### config.mk
export PLATFORM = sky130hd
export DESIGN_NAME = fir_stream_arbiter
export DESIGN_NICKNAME = d
export VERILOG_FILES = /design/src/rtl/fir_arb_pkg.sv /design/src/rtl/fir_arb_tag_fifo.sv /design/src/rtl/fir_stream_arbiter.sv
export SDC_FILE = /design/constraint.sdc
export NUM_CORES = 1
export LEC_CHECK = 0
export ABC_CLOCK_PERIOD_IN_PS = 3570
export CORE_MARGIN = 5
export CORE_UTILIZATION = 30
export CTS_BUF_LIST = sky130_fd_sc_hd__clkbuf_4 sky130_fd_sc_hd__clkbuf_8
export DETAILED_ROUTE_END_ITERATION = 6
export HOLD_SLACK_MARGIN = 0.15
export MAX_ROUTING_LAYER = met4
export PLACE_DENSITY = 0.83
export SKIP_LAST_GASP = 1
export SLEW_MARGIN = 5
export SYNTH_ARGS = -nofsm -noshare
export SYNTH_HDL_FRONTEND = slang
export SYNTH_SLANG_ARGS = --single-unit
### constraint.sdc
create_clock -name clk -period 3.57 [get_ports clk]
set_clock_uncertainty 0.05 [all_clocks]
set_input_delay 0.714 -clock clk [delete_from_list [all_inputs] [get_ports clk]]
set_output_delay 0.714 -clock clk [all_outputs]
set_load 0.01 [all_outputs]
### src/rtl/fir_arb_pkg.sv
// Shared types for the FIR stream arbiter: grant states, requester IDs and
// the round-robin pick used in IDLE.
package fir_arb_pkg;

    typedef enum logic [1:0] {
        IDLE   = 2'd0,
        GRANT0 = 2'd1,
        GRANT1 = 2'd2
    } arb_state_t;

    typedef logic src_id_t;

    localparam src_id_t SRC0 = 1'b0;
    localparam src_id_t SRC1 = 1'b1;

    // On a tie the requester that did not win last time gets the FIR.
    function automatic src_id_t rr_pick(input logic    i_v0,
                                        input logic    i_v1,
                                        input src_id_t i_last);
        src_id_t w_pick;
        if (i_v0 && i_v1) begin
            w_pick = (i_last == SRC0) ? SRC1 : SRC0;
        end else if (i_v1) begin
            w_pick = SRC1;
        end else begin
            w_pick = SRC0;
        end
        return w_pick;
    endfunction

endpackage

### src/rtl/fir_arb_tag_fifo.sv
// Tag FIFO holding the owner of every frame currently in flight through the
// shared FIR; the head steers the return stream. DEPTH must be a power of 2.
module fir_arb_tag_fifo
    import fir_arb_pkg::*;
#(
    parameter int DEPTH = 4
) (
    input  logic    clk,
    input  logic    reset,
    input  logic    i_push,
    input  src_id_t i_push_id,
    input  logic    i_pop,
    output logic    o_full,
    output logic    o_empty,
    output src_id_t o_head
);

    localparam int PW = (DEPTH > 1) ? $clog2(DEPTH) : 1;
    localparam logic [PW-1:0] PTR_ONE  = PW'(1);
    localparam logic [PW:0]   CNT_ONE  = (PW+1)'(1);
    localparam logic [PW:0]   CNT_FULL = (PW+1)'(DEPTH);

    src_id_t       r_mem [DEPTH];
    logic [PW-1:0] r_wr_ptr;
    logic [PW-1:0] r_rd_ptr;
    logic [PW:0]   r_count;

    logic w_push;
    logic w_pop;

    assign o_full  = (r_count == CNT_FULL);
    assign o_empty = (r_count == '0);
    assign o_head  = r_mem[r_rd_ptr];

    assign w_push = i_push && !o_full;
    assign w_pop  = i_pop && !o_empty;

    always_ff @(posedge clk) begin
        if (w_push) begin
            r_mem[r_wr_ptr] <= i_push_id;
        end
    end

    // Pointers are exactly log2(DEPTH) wide, so they wrap on their own.
    always_ff @(posedge clk or posedge reset) begin
        if (reset) begin
            r_wr_ptr <= '0;
            r_rd_ptr <= '0;
            r_count  <= '0;
        end else begin
            if (w_push) begin
                r_wr_ptr <= r_wr_ptr + PTR_ONE;
            end
            if (w_pop) begin
                r_rd_ptr <= r_rd_ptr + PTR_ONE;
            end
            case ({w_push, w_pop})
                2'b10:   r_count <= r_count + CNT_ONE;
                2'b01:   r_count <= r_count - CNT_ONE;
                default: r_count <= r_count;
            endcase
        end
    end

endmodule

### src/rtl/fir_stream_arbiter.sv
// Shares one FIR between two AXI-Stream requesters with frame-granular
// round-robin, steering results back by tag. FIR_ARB_STATS_EN adds frame counters.
//
// state  | meaning
// IDLE   | FIR input free; arbitrate if a requester is valid and a tag slot is free
// GRANT0 | requester 0 owns the FIR input until its tlast transfer
// GRANT1 | requester 1 owns the FIR input until its tlast transfer
module fir_stream_arbiter
    import fir_arb_pkg::*;
#(
    parameter int DATA_WIDTH = 16,
    parameter int TAG_DEPTH  = 4
) (
    input  logic                  clk,
    input  logic                  reset,

    input  logic [DATA_WIDTH-1:0] s0_axis_tdata,
    input  logic                  s0_axis_tvalid,
    input  logic                  s0_axis_tlast,
    output logic                  s0_axis_tready,

    input  logic [DATA_WIDTH-1:0] s1_axis_tdata,
    input  logic                  s1_axis_tvalid,
    input  logic                  s1_axis_tlast,
    output logic                  s1_axis_tready,

    output logic [DATA_WIDTH-1:0] m_axis_fir_tdata,
    output logic                  m_axis_fir_tvalid,
    output logic                  m_axis_fir_tlast,
    input  logic                  m_axis_fir_tready,

    input  logic [DATA_WIDTH-1:0] s_axis_fir_tdata,
    input  logic                  s_axis_fir_tvalid,
    input  logic                  s_axis_fir_tlast,
    output logic                  s_axis_fir_tready,

    output logic [DATA_WIDTH-1:0] m0_axis_tdata,
    output logic                  m0_axis_tvalid,
    output logic                  m0_axis_tlast,
    input  logic                  m0_axis_tready,

    output logic [DATA_WIDTH-1:0] m1_axis_tdata,
    output logic                  m1_axis_tvalid,
    output logic                  m1_axis_tlast,
    input  logic                  m1_axis_tready,

    output logic [15:0]           frames0_cnt,
    output logic [15:0]           frames1_cnt
);

    arb_state_t r_state;
    src_id_t    r_last_grant;

    logic    w_any_valid;
    logic    w_tag_full;
    logic    w_tag_empty;
    logic    w_push;
    logic    w_pop;
    logic    w_s0_end;
    logic    w_s1_end;
    src_id_t w_pick;
    src_id_t w_head;

    assign w_any_valid = s0_axis_tvalid || s1_axis_tvalid;
    assign w_pick      = rr_pick(s0_axis_tvalid, s1_axis_tvalid, r_last_grant);
    assign w_push      = (r_state == IDLE) && w_any_valid && !w_tag_full;
    assign w_s0_end    = s0_axis_tvalid && m_axis_fir_tready && s0_axis_tlast;
    assign w_s1_end    = s1_axis_tvalid && m_axis_fir_tready && s1_axis_tlast;

    always_ff @(posedge clk or posedge reset) begin
        if (reset) begin
            r_state      <= IDLE;
            r_last_grant <= SRC1;
        end else begin
            case (r_state)
                IDLE: begin
                    if (w_push) begin
                        r_state      <= (w_pick == SRC1) ? GRANT1 : GRANT0;
                        r_last_grant <= w_pick;
                    end
                end
                GRANT0: begin
                    if (w_s0_end) begin
                        r_state <= IDLE;
                    end
                end
                GRANT1: begin
                    if (w_s1_end) begin
                        r_state <= IDLE;
                    end
                end
                default: r_state <= IDLE;
            endcase
        end
    end

    // Forward path is a pure mux; the granted requester sees the FIR backpressure.
    always_comb begin
        m_axis_fir_tdata  = '0;
        m_axis_fir_tvalid = 1'b0;
        m_axis_fir_tlast  = 1'b0;
        s0_axis_tready    = 1'b0;
        s1_axis_tready    = 1'b0;
        case (r_state)
            GRANT0: begin
                m_axis_fir_tdata  = s0_axis_tdata;
                m_axis_fir_tvalid = s0_axis_tvalid;
                m_axis_fir_tlast  = s0_axis_tlast;
                s0_axis_tready    = m_axis_fir_tready;
            end
            GRANT1: begin
                m_axis_fir_tdata  = s1_axis_tdata;
                m_axis_fir_tvalid = s1_axis_tvalid;
                m_axis_fir_tlast  = s1_axis_tlast;
                s1_axis_tready    = m_axis_fir_tready;
            end
            default: begin
                m_axis_fir_tdata  = '0;
                m_axis_fir_tvalid = 1'b0;
                m_axis_fir_tlast  = 1'b0;
            end
        endcase
    end

    fir_arb_tag_fifo #(
        .DEPTH (TAG_DEPTH)
    ) u_tag_fifo (
        .clk       (clk),
        .reset     (reset),
        .i_push    (w_push),
        .i_push_id (w_pick),
        .i_pop     (w_pop),
        .o_full    (w_tag_full),
        .o_empty   (w_tag_empty),
        .o_head    (w_head)
    );

    // Return path: with no frame outstanding the FIR output is simply stalled.
    always_comb begin
        m0_axis_tdata     = s_axis_fir_tdata;
        m0_axis_tlast     = s_axis_fir_tlast;
        m1_axis_tdata     = s_axis_fir_tdata;
        m1_axis_tlast     = s_axis_fir_tlast;
        m0_axis_tvalid    = 1'b0;
        m1_axis_tvalid    = 1'b0;
        s_axis_fir_tready = 1'b0;
        if (!w_tag_empty) begin
            if (w_head == SRC1) begin
                m1_axis_tvalid    = s_axis_fir_tvalid;
                s_axis_fir_tready = m1_axis_tready;
            end else begin
                m0_axis_tvalid    = s_axis_fir_tvalid;
                s_axis_fir_tready = m0_axis_tready;
            end
        end
    end

    assign w_pop = s_axis_fir_tvalid && s_axis_fir_tready && s_axis_fir_tlast;

`ifdef FIR_ARB_STATS_EN
    logic [15:0] r_frames0_cnt;
    logic [15:0] r_frames1_cnt;

    always_ff @(posedge clk or posedge reset) begin
        if (reset) begin
            r_frames0_cnt <= '0;
            r_frames1_cnt <= '0;
        end else if (w_pop) begin
            if (w_head == SRC1) begin
                r_frames1_cnt <= r_frames1_cnt + 16'd1;
            end else begin
                r_frames0_cnt <= r_frames0_cnt + 16'd1;
            end
        end
    end

    assign frames0_cnt = r_frames0_cnt;
    assign frames1_cnt = r_frames1_cnt;
`else
    assign frames0_cnt = '0;
    assign frames1_cnt = '0;
`endif

endmodule

==> results of run 1 <==
## area by class of cell
class / count / area, um2
multi-input cells: 117 / 761
inverters: 11 / 41.3
fillers: 510 / 3120
clock inverters: 1 / 3.75
clock buffers: 3 / 41.3
flip-flops and latches: 14 / 372
repair buffers: 68 / 678
well taps: 70 / 87.6
## cells in the mapped netlist (2+ instances only)
cell / n / area, um2
buf_4: 66 / 495
a22oi_1: 19 / 143
nor2b_1: 18 / 113
inv_1: 11 / 41.3
dfrtp_1: 9 / 225
ha_1: 8 / 100
and2_1: 6 / 37.5
clkbuf_1: 6 / 22.5
nor2_1: 6 / 22.5
edfxtp_1: 4 / 120
xor2_1: 4 / 35.0
nand2_1: 3 / 11.3
a21oi_1: 2 / 10.0
mux2i_1: 2 / 20.0
nand3_1: 2 / 10.0
nor3_1: 2 / 10.0
o21ai_0: 2 / 10.0
xnor2_1: 2 / 17.5
## per-stage QoR
step / instance area (um2) / hold WS (ps) / std cells / utilization (%)
global route: 1980 / 467 / 284 / 38.9
global placement: 1940 / 420 / 280 / 38.0
detailed placement: 1940 / 427 / 280 / 38.0
CTS: 1980 / 437 / 284 / 38.9
finish: 1980 / 433 / 284 / 38.9
floorplan: 1690 / 400 / 214 / -
## layer usage
layer | up-vias | track usage (%)
li1 | 563 | -
met1 | 530 | 11.2
met2 | 73 | 16.4
met3 | 13 | 2.39
met4 | 0 | 5.98
met5 | - | -
## placed cells by master, fill, tap and decap left out, types with 2 or more instances in the layout
| cell | instances |
|---|---|
| a21oi_1 | 2 |
| o21ai_0 | 2 |
| ha_1 | 8 |
| nor2_1 | 6 |
| conb_1 | 32 |
| inv_1 | 11 |
| clkbuf_8 | 3 |
| nor2b_1 | 18 |
| a22oi_1 | 19 |
| and2_1 | 6 |
| nand3_1 | 2 |
| nor3_1 | 2 |
| xnor2_1 | 2 |
| edfxtp_1 | 4 |
| xor2_1 | 4 |
| nand2_1 | 3 |
| clkdlybuf4s50_1 | 67 |
| dfrtp_1 | 9 |
| mux2i_1 | 2 |
## sequential cells by signal, summed over array words and instances, names as in the netlist
signal               count
u_tag_fifo.r_count       3
u_tag_fifo.r_mem         4
u_tag_fifo.r_wr_ptr      2
r_state                  2
u_tag_fifo.r_rd_ptr      2
r_last_grant             1
## worst register-to-register path: cells and delay by family (launching register included)
kind | cells | cell delay (ps)
multiplexers | 2 | 760
adder cells (fa/ha/maj) | 2 | 590
flip-flops | 1 | 410
AND/OR/NAND/NOR | 2 | 410
XOR/XNOR | 2 | 290
buffers and inverters | 1 | 60
## logic make-up (layout without fill, tap and decap cells)
group | after synthesis | in the layout | synth area share, %
other cells | 1 | 32 | 0.238
simple gates | 39 | 39 | 14.1
xor+xnor | 6 | 6 | 3.34
flops | 14 | 14 | 23.6
buf+inv | 83 | 83 | 35.5
mux | 3 | 3 | 2.70
fa+ha+maj | 9 | 9 | 7.63
compound gates | 28 | 28 | 12.9
## power groups by stage
stage               Combinational, mW  Clock (mW)  Sequential [mW]
detailed placement              0.786           0            0.300
CTS                             0.789       0.135            0.298
floorplan                       0.555           0            0.286
global route                    0.874       0.144            0.311
global placement                0.764           0            0.297
finish                          0.780       0.131            0.298
## worst max path at each step
stage                                        end  slack [ps]
2_1_floorplan  u_tag_fifo.r_count[2]$_DFFE_PP0P_        1130
3_3_place_gp                   m_axis_fir_tvalid         730
3_5_place_dp                   m_axis_fir_tvalid         700
4_1_cts                        m_axis_fir_tvalid         410
5_1_grt                        m_axis_fir_tvalid         250
6_report                       m_axis_fir_tvalid         430
==> run_results.csv, run 1 <==
group,metric,value,unit
detailed_routing,drc,0,
detailed_routing,wl_met1,1430,um
sta,fmax,0.319,GHz
min_path,holdPathEnd,"u_tag_fifo.r_rd_ptr[1]$_DFFE_PP0P_",
synthesis,syn_inst,183,
sta,finalSetupTns,0,ps
clock_tree,tritoncts,"yes",
critical_path,reg2regPathDepth,9,
synthesis,ys.flop_type,"dfrtp_1",
place,port_buffers,67,
floorplan,pin_count,148,
power,pwr-share-comb,64.5,%
critical_path,crit_family,"adder cells",
critical_path,crit_start,"r_state[1]$_DFFE_PP0P_",
synthesis,ys_ff_latch,14,
power,switching_share,40.4,%
power,p_int,0.721,mW
clock_tree,path_clk_slew,60,ps
detailed_routing,wl_met2,1660,um
synthesis,yosys_warnings,0,
power,p_per_area,609,mW/mm2
critical_path,required,2810,ps
sta,worst_pin_slew,791,ps
clock_tree,cts-root-buf,"clkbuf_8",
power,p_leak,0.815,nW
floorplan,fp.dieW,82.5,um
floorplan,row_count,26,
critical_path,cp_num_cells,5,
global_route,grt_pass1_wl,5000,um
synthesis,netlist_area,0.00158,mm2
power,clockPowerShare,10.8,%
critical_path,rr_endpoint,"u_tag_fifo.r_count[2]$_DFFE_PP0P_",
synthesis,ys_seq_area_share,23.6,%
run,drv_cap,0,
critical_path,worstSetupPathType,"register to output port",
detailed_routing,ant_nets,0,
synthesis,synth_edf_count,4,
global_route,gr-total-overflow,0,
critical_path,ff2ff_setup_slack,920,ps
detailed_routing,routed_wl,3540,um
floorplan,start_util,30.8,%
final_layout,nets,283,
critical_path,worstSetupEndpointType,"output port",
clock_tree,cts_buffers,3,
sta,grt_setup_unrepaired,"false",
sta,period_share,87.9,%
critical_path,cp-start-kind,"register",
detailed_routing,drt-pass1-iter-count,4,
detailed_routing,dr.max_layer_used,"met4",
detailed_routing,viasPerCell,4.15,
detailed_routing,drt_iter0_drc,48,
critical_path,cp_slowest_cell,"ha_1",
min_path,hold_class,"register to register",
sta,slew_violations,0,
floorplan,dieHeight,82.5,um
clock_tree,post_cts_buffers,0,
critical_path,critical_path.max_fanout,20,
detailed_routing,wl_met3,359,um
global_route,grt_use_total,10.1,%
min_path,min_from,"u_tag_fifo.r_rd_ptr[1]$_DFFE_PP0P_",
min_path,whs_path_depth,1,
synthesis,synth-async-reset-ratio,71.4,%
critical_path,reg2reg_from,"u_tag_fifo.r_rd_ptr[0]$_DFFE_PP0P_",
power,p_switching,0.489,mW
critical_path,cp_slowest_stage_delay,670,ps
sta,worst_slack,431,ps
final_layout,n_antenna_cell,0,
sta,slew-limit-headroom,47.2,%
final_layout,syn_to_final_growth,26.0,%
power,p_seq_share,24.6,%
run_status,status,"completed",
synthesis,synth.avg_cell_area,8.61,um2
clock_tree,cts.sinks,14,
critical_path,path_buf_inv,2,
place,dp_slack,696,ps
sta,setup_viol,0,
power,ir_worst_vdd,0.274,mV
floorplan,die_area,0.00680,mm2
sta,finalHoldViolCount,0,
critical_path,cp.arrival,2370,ps
critical_path,cp_cell_sequence,"inv_1 > ha_1 > a22oi_1 > nor2b_1 > clkdlybuf4s50_1",
final_layout,drive_gt1_share,3.27,%
detailed_routing,routedWlPerCell,12.5,um
clock_tree,cts-resized-gates,0,
detailed_routing,vias,1179,
clock_tree,htreeDepth,1,
floorplan,fp.coreArea,0.00511,mm2
global_route,antenna_found_initial,0,
sta,fin_crit,3140,ps
global_route,grt_max_degree,21,
clock_tree,clkLatencyLatePin,240,ps
clock_tree,ctsHoldBuffers,0,
place,gp_congestion,0.684,
place,place_hpwl,2830,um
power,total_power,1.21,mW
clock_tree,ctsLongestPathBuffers,2,
synthesis,ys_types,29,
global_route,first_global_vias,1102,
Power figures use the tool's default switching activity.
==> inputs of run 2 (changes only) <==
--- a/config.mk
+++ b/config.mk
@@ -7,12 +7,12 @@
 export LEC_CHECK = 0
 export ABC_CLOCK_PERIOD_IN_PS = 3570
 export CORE_MARGIN = 5
-export CORE_UTILIZATION = 30
+export CORE_UTILIZATION = 34
 export CTS_BUF_LIST = sky130_fd_sc_hd__clkbuf_4 sky130_fd_sc_hd__clkbuf_8
 export DETAILED_ROUTE_END_ITERATION = 6
 export HOLD_SLACK_MARGIN = 0.15
 export MAX_ROUTING_LAYER = met4
-export PLACE_DENSITY = 0.83
+export PLACE_DENSITY = 0.92
 export SKIP_LAST_GASP = 1
 export SLEW_MARGIN = 5
 export SYNTH_ARGS = -nofsm -noshare
==> run_results.csv, run 2 (same netlist as run 1, synthesis figures left out) <==
group,metric,value,unit
sta,grt_setup_unrepaired,"false",
critical_path,reg2regPathDepth,9,
detailed_routing,routed_wl,3330,um
power,switching_share,39.7,%
floorplan,dieHeight,78.1,um
clock_tree,post_cts_buffers,0,
sta,finalHoldViolCount,0,
clock_tree,cts-resized-gates,0,
detailed_routing,drc,0,
power,p_seq_share,24.8,%
floorplan,fp.dieW,78.1,um
floorplan,start_util,35.7,%
min_path,min_from,"u_tag_fifo.r_rd_ptr[1]$_DFFE_PP0P_",
run_status,status,"completed",
final_layout,seqCellArea,372,um2
final_layout,final.fill_count,435,
clock_tree,ctsHoldBuffers,0,
min_path,holdPathEnd,"u_tag_fifo.r_rd_ptr[1]$_DFFE_PP0P_",
final_layout,nets,283,
sta,worst_pin_slew,712,ps
sta,period_share,85.6,%
place,place_hpwl,2770,um
detailed_routing,viasPerCell,4.49,
final_layout,top_regs,"u_tag_fifo.r_mem x4, u_tag_fifo.r_count x3",
final_layout,drive_gt1_share,3.27,%
sta,fin_crit,3060,ps
clock_tree,cts_buffers,3,
clock_tree,tritoncts,"yes",
detailed_routing,vias,1195,
power,p_int,0.721,mW
min_path,whs_path_depth,1,
floorplan,pin_count,148,
run,drv_cap,0,
power,total_power,1.20,mW
clock_tree,clkLatencyLatePin,240,ps
detailed_routing,routedWlPerCell,12.5,um
floorplan,row_count,24,
detailed_routing,drt-pass1-iter-count,4,
global_route,grt_max_degree,21,
final_layout,final_common_cell,"clkdlybuf4s50_1",
clock_tree,ctsLongestPathBuffers,2,
critical_path,cp.arrival,2290,ps
floorplan,fp.coreArea,0.00441,mm2
final_layout,top_register,"u_tag_fifo.r_mem",
final_layout,syn_to_final_growth,24.5,%
sta,setup_viol,0,
final_layout,final_cell_mix,"clkdlybuf4s50_1 (67), conb_1 (32), a22oi_1 (19), nor2b_1 (18), inv_1 (11)",
global_route,first_global_vias,1174,
critical_path,worstSetupEndpointType,"output port",
global_route,grt_pass1_wl,5060,um
power,clockPowerShare,11.0,%
sta,fmax,0.327,GHz
place,port_buffers,67,
min_path,hold_class,"register to register",
critical_path,rr_endpoint,"u_tag_fifo.r_count[2]$_DFFE_PP0P_",
critical_path,cp-start-kind,"register",
final_layout,n_antenna_cell,0,
critical_path,critical_path.max_fanout,20,
power,p_per_area,609,mW/mm2
detailed_routing,ant_nets,0,
floorplan,die_area,0.00609,mm2
power,p_switching,0.475,mW
final_layout,largest_reg_flops,4,
sta,finalSetupTns,0,ps
final_layout,multi_input_area,761,um2
sta,hold_slack,428,ps
clock_tree,path_clk_slew,60,ps
detailed_routing,drt_iter0_drc,14,
clock_tree,htreeDepth,1,
place,gp_congestion,0.737,
clock_tree,cts.sinks,14,
sta,slew-limit-headroom,52.5,%
clock_tree,cts-root-buf,"clkbuf_8",
critical_path,ff2ff_setup_slack,970,ps
sta,slew_violations,0,
critical_path,worstSetupPathType,"register to output port",
power,ir_worst_vdd,0.274,mV
global_route,grt_use_total,10.4,%
critical_path,required,2810,ps
power,pwr-share-comb,64.3,%
global_route,antenna_found_initial,0,
power,p_leak,0.815,nW
critical_path,reg2reg_from,"u_tag_fifo.r_rd_ptr[0]$_DFFE_PP0P_",
global_route,gr-total-overflow,0,
[run 2: cell counts in the layout (fill, tap and decap cells not counted)]
Identical to the previous run, type by type.
[run 2: area by class of cell]
type | instances | area share, %
clock buffers | 3 | 2.10
clock inverters | 1 | 0.191
inverters | 11 | 2.10
multi-input cells | 117 | 38.8
flip-flops and latches | 14 | 18.9
well taps | 52 | 3.32
repair buffers | 68 | 34.6
[run 2: metal layers]
layer | track usage (%) | vias up | wire length [um]
met4 | 5.24 | 0 | 95
met3 | 2.63 | 12 | 339
met1 | 11.5 | 542 | 1310
met5 | - | - | 0
li1 | - | 565 | -
met2 | 17.1 | 76 | 1580
[run 2: power groups by stage]
stage          logic [mW]  registers, mW  clock network, mW
6_report            0.768          0.296              0.131
4_1_cts             0.780          0.297              0.137
2_1_floorplan       0.555          0.286                  0
3_5_place_dp        0.776          0.299                  0
5_1_grt             0.850          0.304              0.145
3_3_place_gp        0.759          0.296                  0
[run 2: critical path: stages (launching register included)]
cell and delay [ps]:
dfrtp_1 400, inv_1 90, ha_1 600, a22oi_1 200
nor2b_1 200, clkdlybuf4s50_1 570
[run 2: metrics by stage]
step	utilization (%)	cell area (um2)	worst slack, ps	cells
after floorplan	-	1690	1130	214
after global routing	44.4	1960	362	266
after CTS	44.4	1960	470	266
final	44.4	1960	514	266
after detailed placement	43.4	1920	726	262
after global placement	43.4	1920	733	262
[run 2: worst max path at each step]
stage / from / to / slack [ps] / cells after the start
2_1_floorplan: u_tag_fifo.r_rd_ptr[0]$_DFFE_PP0P_ / u_tag_fifo.r_count[2]$_DFFE_PP0P_ / 1130 / 9
3_3_place_gp: s1_axis_tlast / m_axis_fir_tlast / 730 / 4
3_5_place_dp: s1_axis_tlast / m_axis_fir_tlast / 730 / 4
4_1_cts: r_state[0]$_DFFE_PP0P_ / m_axis_fir_tlast / 470 / 5
5_1_grt: r_state[0]$_DFFE_PP0P_ / m_axis_fir_tlast / 360 / 5
6_report: r_state[0]$_DFFE_PP0P_ / m_axis_fir_tlast / 510 / 5
